$ cat src/rtl/riscv_wb_arbiter.sv
// riscv_wb_arbiter
// Arbitrates the single register-file write port between the in-order
// writeback stage and a long-latency unit (divider / multicycle ops).
// LLU results go into a 2-entry FIFO. The pipeline normally wins the
// write port. If the buffered LLU head loses STARVE_LIMIT cycles in a row,
// the arbiter switches to FORCE: it stalls the pipeline and drains the
// FIFO, one entry per cycle.
//
// Ports
//   i_riscv_wbarb_clk / i_riscv_wbarb_rst_n : clock, async active-low reset
//   i_riscv_wbarb_pipe_wen/_rd/_data        : pipeline write request
//   i_riscv_wbarb_llu_valid/_rd/_data       : LLU result (push when ready)
//   o_riscv_wbarb_llu_ready                 : FIFO has room
//   i_riscv_wbarb_flush                     : trap flush, drops LLU entries
//   o_riscv_wbarb_stall_pipe                : writeback must hold (FORCE)
//   o_riscv_wbarb_rf_wen/_rd/_data          : registered RF write port
//   o_riscv_wbarb_llu_pending               : FIFO non-empty
module riscv_wb_arbiter #(
  parameter int unsigned XLEN         = 64,
  parameter int unsigned STARVE_LIMIT = 4,
  parameter int unsigned DEPTH        = 2
) (
  input  logic            i_riscv_wbarb_clk,
  input  logic            i_riscv_wbarb_rst_n,
  input  logic            i_riscv_wbarb_pipe_wen,
  input  logic [4:0]      i_riscv_wbarb_pipe_rd,
  input  logic [XLEN-1:0] i_riscv_wbarb_pipe_data,
  input  logic            i_riscv_wbarb_llu_valid,
  input  logic [4:0]      i_riscv_wbarb_llu_rd,
  input  logic [XLEN-1:0] i_riscv_wbarb_llu_data,
  output logic            o_riscv_wbarb_llu_ready,
  input  logic            i_riscv_wbarb_flush,
  output logic            o_riscv_wbarb_stall_pipe,
  output logic            o_riscv_wbarb_rf_wen,
  output logic [4:0]      o_riscv_wbarb_rf_rd,
  output logic [XLEN-1:0] o_riscv_wbarb_rf_data,
  output logic            o_riscv_wbarb_llu_pending
);

  localparam int unsigned SW = $clog2(STARVE_LIMIT + 1);
  localparam logic [SW-1:0] LIMIT = SW'(STARVE_LIMIT);
  localparam logic [1:0]    FULL  = 2'(DEPTH);

  typedef enum logic [1:0] {
    IDLE,
    WAIT,
    FORCE
  } state_e;

  state_e            state_q, state_d;
  logic [1:0]        count_q, count_d;
  logic [SW-1:0]     starve_q, starve_d;
  logic [4:0]        fifo_rd_q   [2];
  logic [4:0]        fifo_rd_d   [2];
  logic [XLEN-1:0]   fifo_data_q [2];
  logic [XLEN-1:0]   fifo_data_d [2];
  logic              rf_wen_q, rf_wen_d;
  logic [4:0]        rf_rd_q, rf_rd_d;
  logic [XLEN-1:0]   rf_data_q, rf_data_d;
  logic              stall_q, stall_d;

  logic              llu_ready;
  logic              push;
  logic              grant_pipe;
  logic              grant_llu;

  assign llu_ready = (count_q < FULL);
  assign push      = i_riscv_wbarb_llu_valid && llu_ready;

  always_comb begin
    grant_pipe = 1'b0;
    grant_llu  = 1'b0;
    if (state_q == FORCE) begin
      grant_llu = (count_q != 2'd0);
    end else begin
      grant_pipe = i_riscv_wbarb_pipe_wen;
      grant_llu  = !i_riscv_wbarb_pipe_wen && (count_q != 2'd0);
    end
  end

  always_comb begin
    fifo_rd_d   = fifo_rd_q;
    fifo_data_d = fifo_data_q;
    count_d     = count_q;
    starve_d    = starve_q;
    state_d     = state_q;

    // FIFO is a shift register: slot 0 is always the head. Pop first, then
    // the push lands in the first free slot after the pop.
    if (grant_llu) begin
      fifo_rd_d[0]   = fifo_rd_q[1];
      fifo_data_d[0] = fifo_data_q[1];
      count_d        = count_q - 2'd1;
    end
    if (push) begin
      fifo_rd_d[count_d[0]]   = i_riscv_wbarb_llu_rd;
      fifo_data_d[count_d[0]] = i_riscv_wbarb_llu_data;
      count_d                 = count_d + 2'd1;
    end

    if (i_riscv_wbarb_flush) begin
      count_d  = 2'd0;
      starve_d = '0;
      state_d  = IDLE;
    end else begin
      unique case (state_q)
        IDLE: begin
          if (push) state_d = WAIT;
        end
        WAIT: begin
          if (grant_llu) begin
            starve_d = '0;
          end else if (starve_q != LIMIT) begin
            starve_d = starve_q + 1'b1;
          end
          if (count_d == 2'd0) begin
            state_d = IDLE;
          end else if (starve_d == LIMIT) begin
            state_d = FORCE;
          end
        end
        FORCE: begin
          if (grant_llu) starve_d = '0;
          if (count_d == 2'd0) state_d = IDLE;
        end
        default: state_d = IDLE;
      endcase
    end
  end

  // Write-port mux. An LLU head granted in a flush cycle is discarded along
  // with the rest of the buffer; a pipeline grant is still committed.
  always_comb begin
    rf_wen_d  = 1'b0;
    rf_rd_d   = rf_rd_q;
    rf_data_d = rf_data_q;
    if (grant_pipe) begin
      rf_wen_d  = (i_riscv_wbarb_pipe_rd != 5'd0);
      rf_rd_d   = i_riscv_wbarb_pipe_rd;
      rf_data_d = i_riscv_wbarb_pipe_data;
    end else if (grant_llu && !i_riscv_wbarb_flush) begin
      rf_wen_d  = (fifo_rd_q[0] != 5'd0);
      rf_rd_d   = fifo_rd_q[0];
      rf_data_d = fifo_data_q[0];
    end
    stall_d = (state_d == FORCE);
  end

  always_ff @(posedge i_riscv_wbarb_clk or negedge i_riscv_wbarb_rst_n) begin
    if (!i_riscv_wbarb_rst_n) begin
      state_q     <= IDLE;
      count_q     <= 2'd0;
      starve_q    <= '0;
      fifo_rd_q   <= '{default: '0};
      fifo_data_q <= '{default: '0};
      rf_wen_q    <= 1'b0;
      rf_rd_q     <= '0;
      rf_data_q   <= '0;
      stall_q     <= 1'b0;
    end else begin
      state_q     <= state_d;
      count_q     <= count_d;
      starve_q    <= starve_d;
      fifo_rd_q   <= fifo_rd_d;
      fifo_data_q <= fifo_data_d;
      rf_wen_q    <= rf_wen_d;
      rf_rd_q     <= rf_rd_d;
      rf_data_q   <= rf_data_d;
      stall_q     <= stall_d;
    end
  end

  assign o_riscv_wbarb_llu_ready   = llu_ready;
  assign o_riscv_wbarb_llu_pending = (count_q != 2'd0);
  assign o_riscv_wbarb_stall_pipe  = stall_q;
  assign o_riscv_wbarb_rf_wen      = rf_wen_q;
  assign o_riscv_wbarb_rf_rd       = rf_rd_q;
  assign o_riscv_wbarb_rf_data     = rf_data_q;

endmodule

$ cat config.mk
export PLATFORM = sky130hd
export DESIGN_NAME = riscv_wb_arbiter
export DESIGN_NICKNAME = d
export VERILOG_FILES = /design/src/rtl/riscv_wb_arbiter.sv
export SDC_FILE = /design/constraint.sdc
export NUM_CORES = 1
export LEC_CHECK = 0
export CAP_MARGIN = 30
export CORE_UTILIZATION = 52
export CTS_BUF_LIST = sky130_fd_sc_hd__clkbuf_4
export CTS_CLUSTER_SIZE = 10
export DETAILED_ROUTE_END_ITERATION = 12
export GPL_ROUTABILITY_DRIVEN = 1
export PLACE_DENSITY = 0.82
export SETUP_SLACK_MARGIN = 0.3
export SLEW_MARGIN = 20
export SYNTH_ARGS = -nofsm -noshare
export SYNTH_HDL_FRONTEND = slang
export SYNTH_SLANG_ARGS = --single-unit
$ cat constraint.sdc
create_clock -name i_riscv_wbarb_clk -period 2.96 [get_ports i_riscv_wbarb_clk]
set_input_delay 0.592 -clock i_riscv_wbarb_clk [delete_from_list [all_inputs] [get_ports i_riscv_wbarb_clk]]
set_output_delay 0.592 -clock i_riscv_wbarb_clk [all_outputs]
set_load 0.01 [all_outputs]
==> impl_metrics.csv <==
group,metric,value,unit
run_status,status,"finished with violations",
run_status,failed_checks,"DRC",
sta,hold_viol,0,
yosys,netlist_area,0.00967,mm²
placement,portBuffers,215,
global_routing,grt_pass1_vias,6892,
yosys,yosysUniqueCellTypes,29,
detailed_routing,avgViaCountPerCell,5.27,
detailed_routing,ant_nets,0,
yosys,ys_warn_count,0,
die,core-area,0.0181,mm²
yosys,yosys.area.top_type_share,55.9,%
cts,cts_made_buffers,55,
global_routing,grt_max_degree,85,
critical_path,path_cells,"inv_1 -> ha_1 -> inv_1 -> dlygate4sd2_1",
cells_and_area,n_antenna_cell,0,
cts,max-clock-path-buffers,3,
sta,finalSetupViolations,0,
cts,cts_sinks,216,
cts,clockRootBuffer,"clkbuf_4",
pwr,power_density,976,mW/mm²
pwr,power,12.5,mW
cells_and_area,num-nets-final,1129,
global_routing,overflow,0,
die,die_x,138,µm
pwr,vdd_drop_max,494,µV
yosys,ys_top_cells_by_area,"dfrtp_1 (56%), mux2_2 (23%), mux2i_1 (7.2%)",
sta,slew_violations,0,
die,start_util,53.4,%
critical_path,path_max_fanout,4,
die,die_h,138,µm
cells_and_area,multiInputGateArea,0.00406,mm²
sta,setup-tns-final,0,ns
flow_run,cap_violations,0,
cells_and_area,regArea,0.00541,mm²
critical_path,endpoint_kind,"primary output",
yosys,syn_area_per_cell,13.1,µm²
die,pin_count,216,
critical_path,cp_slowest_cell,"dfrtp_1",
sta,fin_skew,0.0321,ns
sta,fin_crit_sh,81.8,%
detailed_routing,drt_wl_total,20900,µm
global_routing,grt.total_usage,22.5,%
sta,slew_headroom,53.9,%
cells_and_area,fin_util,71.0,%
sta,clock.fmax,413,MHz
critical_path,crit_required,2.37,ns
critical_path,path_class,"reg -> out",
critical_path,slowest_delay,0.40,ns
critical_path,startpoint_type,"flip-flop",
placement,hpwl,14100,µm
yosys,synth_edf_count,0,
global_routing,grt_pass1_wl,34600,µm
yosys,synth.largest_area_cell,"dfrtp_1",
yosys,yosysMostFrequentCell,"dfrtp_1",
detailed_routing,wl_per_cell,16.8,µm
yosys,synthCells,738,
die,row_count,49,
sta,fin_crit,2.42,ns
sta,worstMarginPinSlew,0.691,ns
worst_hold_path,hold_path_class,"reg -> reg",
detailed_routing,dr.pass1.iters,10,
cts,postCtsSetupRepairBufs,0,
critical_path,path_common_cell,"inv_1",
detailed_routing,drtIter0Drc,250,
sta,rsz0062_at_grt,"false",
cells_and_area,fill_cells,1320,
yosys,ys_top_cells_by_count,"dfrtp_1 (216), mux2_2 (198), nand2_1 (74), o21ai_0 (74), mux2i_1 (70)",
critical_path,worstPathArrival,1.83,ns
die,fp.dieArea,0.0191,mm²
sta,whs,0.475,ns
pwr,p_leak,5.57,nW
yosys,synth_seq_cells,216,
critical_path,cp_top_family,"buffers and inverters",
yosys,async_flop_share,100,%
cts,ctsHtreeMaxLevel,2,
yosys,ys.flop_type,"dfrtp_1",
global_routing,antenna_found_initial,0,
detailed_routing,vias,6548,
yosys,syn-num-nets,886,
critical_path,cp_num_buf_inv,3,
placement,gp_congestion,0.779,
cts,tritoncts,"yes",
cts,cts.reportedPaths.clkPinSlew,0.06,ns
cts,clk-insertion-delay-late,0.64,ns
cells_and_area,layout-drive-gt1-share,31.4,%
detailed_routing,drcViolationCount,32,
yosys,ys_seq_area_share,55.9,%
cells_and_area,syn_to_final_growth,32.8,%
==> repair_timing <==
action / 4_1_cts / 5_1_grt
endpoints found under the hold margin: 14 / 0
endpoints found under the setup margin: 1 / 0
hold buffers: 1 / 0
resized for setup: 1 / 0
==> final timing paths <==
| kind | endpoint | slack (ns) | start | depth (start not counted) |
|---|---|---|---|---|
| setup / recovery | o_riscv_wbarb_llu_pending | 0.54 | count_q[1]$_DFF_PN0_ | 4 |
| max in group asynchronous | starve_q[0]$_DFFE_PN0P_ | 1.62 | i_riscv_wbarb_rst_n | 3 |
| setup reg to reg | fifo_data_q[96]$_DFF_PN0_ | 0.79 | state_q[0]$_DFF_PN0_ | 6 |
| min in group asynchronous | o_riscv_wbarb_rf_data[14]$_DFFE_PN0P_ | 0.59 | i_riscv_wbarb_rst_n | 2 |
| hold reg to reg | o_riscv_wbarb_rf_data[12]$_DFFE_PN0P_ | 0.48 | o_riscv_wbarb_rf_data[12]$_DFFE_PN0P_ | 2 |
| hold / removal | o_riscv_wbarb_rf_data[12]$_DFFE_PN0P_ | 0.48 | o_riscv_wbarb_rf_data[12]$_DFFE_PN0P_ | 2 |
==> layer usage <==
layer / track usage (%) / wire [µm] / share of wire (%) / vias to the layer above
met1: 28.8 / 9110 / 44 / 3192
li1: - / - / - / 3116
met3: 6.44 / 1400 / 6.7 / 40
met4: 7.16 / 454 / 2.2 / 0
met2: 37.1 / 9900 / 47 / 200
met5: 0 / 0 / 0 / -
==> cell type report <==
| class | count | share of cell area (%) |
|---|---|---|
| Sequential cell | 216 | 42.1 |
| Multi-Input combinational cell | 469 | 31.6 |
| Timing Repair Buffer | 233 | 18.7 |
| Clock buffer | 87 | 5.09 |
| Tap cell | 229 | 2.23 |
| Inverter | 6 | 0.175 |
| Clock inverter | 2 | 0.0585 |
==> where the power goes <==
group          total [mW]  switching (mW)  leakage, nW  internal, mW
clock                2.42            1.12        0.403          1.31
sequential           5.17           0.778         2.59          4.40
combinational        4.93            1.86         2.57          3.07
==> placed cells by master (no fill, tap or decap), drive strengths merged, types with 5 or more instances in the layout <==
cell type and count:
a21oi 5, buf 17, clkbuf 88, clkdlybuf4s50 213
dfrtp 216, ha 5, inv 6, mux2 208
mux2i 70, nand2 74, nor2 9, o21ai 74
==> cell families after synthesis <==
| family | share of synthesized area (%) |
|---|---|
| AO/OA/AOI/OAI | 4.92 |
| XOR/XNOR | 0.181 |
| buffers and inverters | 2.41 |
| adder cells (fa/ha/maj) | 0.647 |
| flip-flops | 55.9 |
| multiplexers | 31.9 |
| AND/OR/NAND/NOR | 4.06 |
==> worst min-delay path, stage by stage, from the launching register on <==
cell	delay (ns)
dfrtp_1	0.34
nand2_1	0.04
o21ai_0	0.06
==> metrics by stage <==
step / instances / instance area [µm²] / setup WS (ns)
after floorplan: 738 / 9670 / 0.401
after detailed placement: 1152 / 12200 / 0.455
final: 1242 / 12800 / 0.538
after global placement: 1152 / 12200 / 0.512
after global routing: 1242 / 12800 / 0.407
after CTS: 1242 / 12800 / 0.476
No activity file was read; power rests on OpenSTA's default activity.
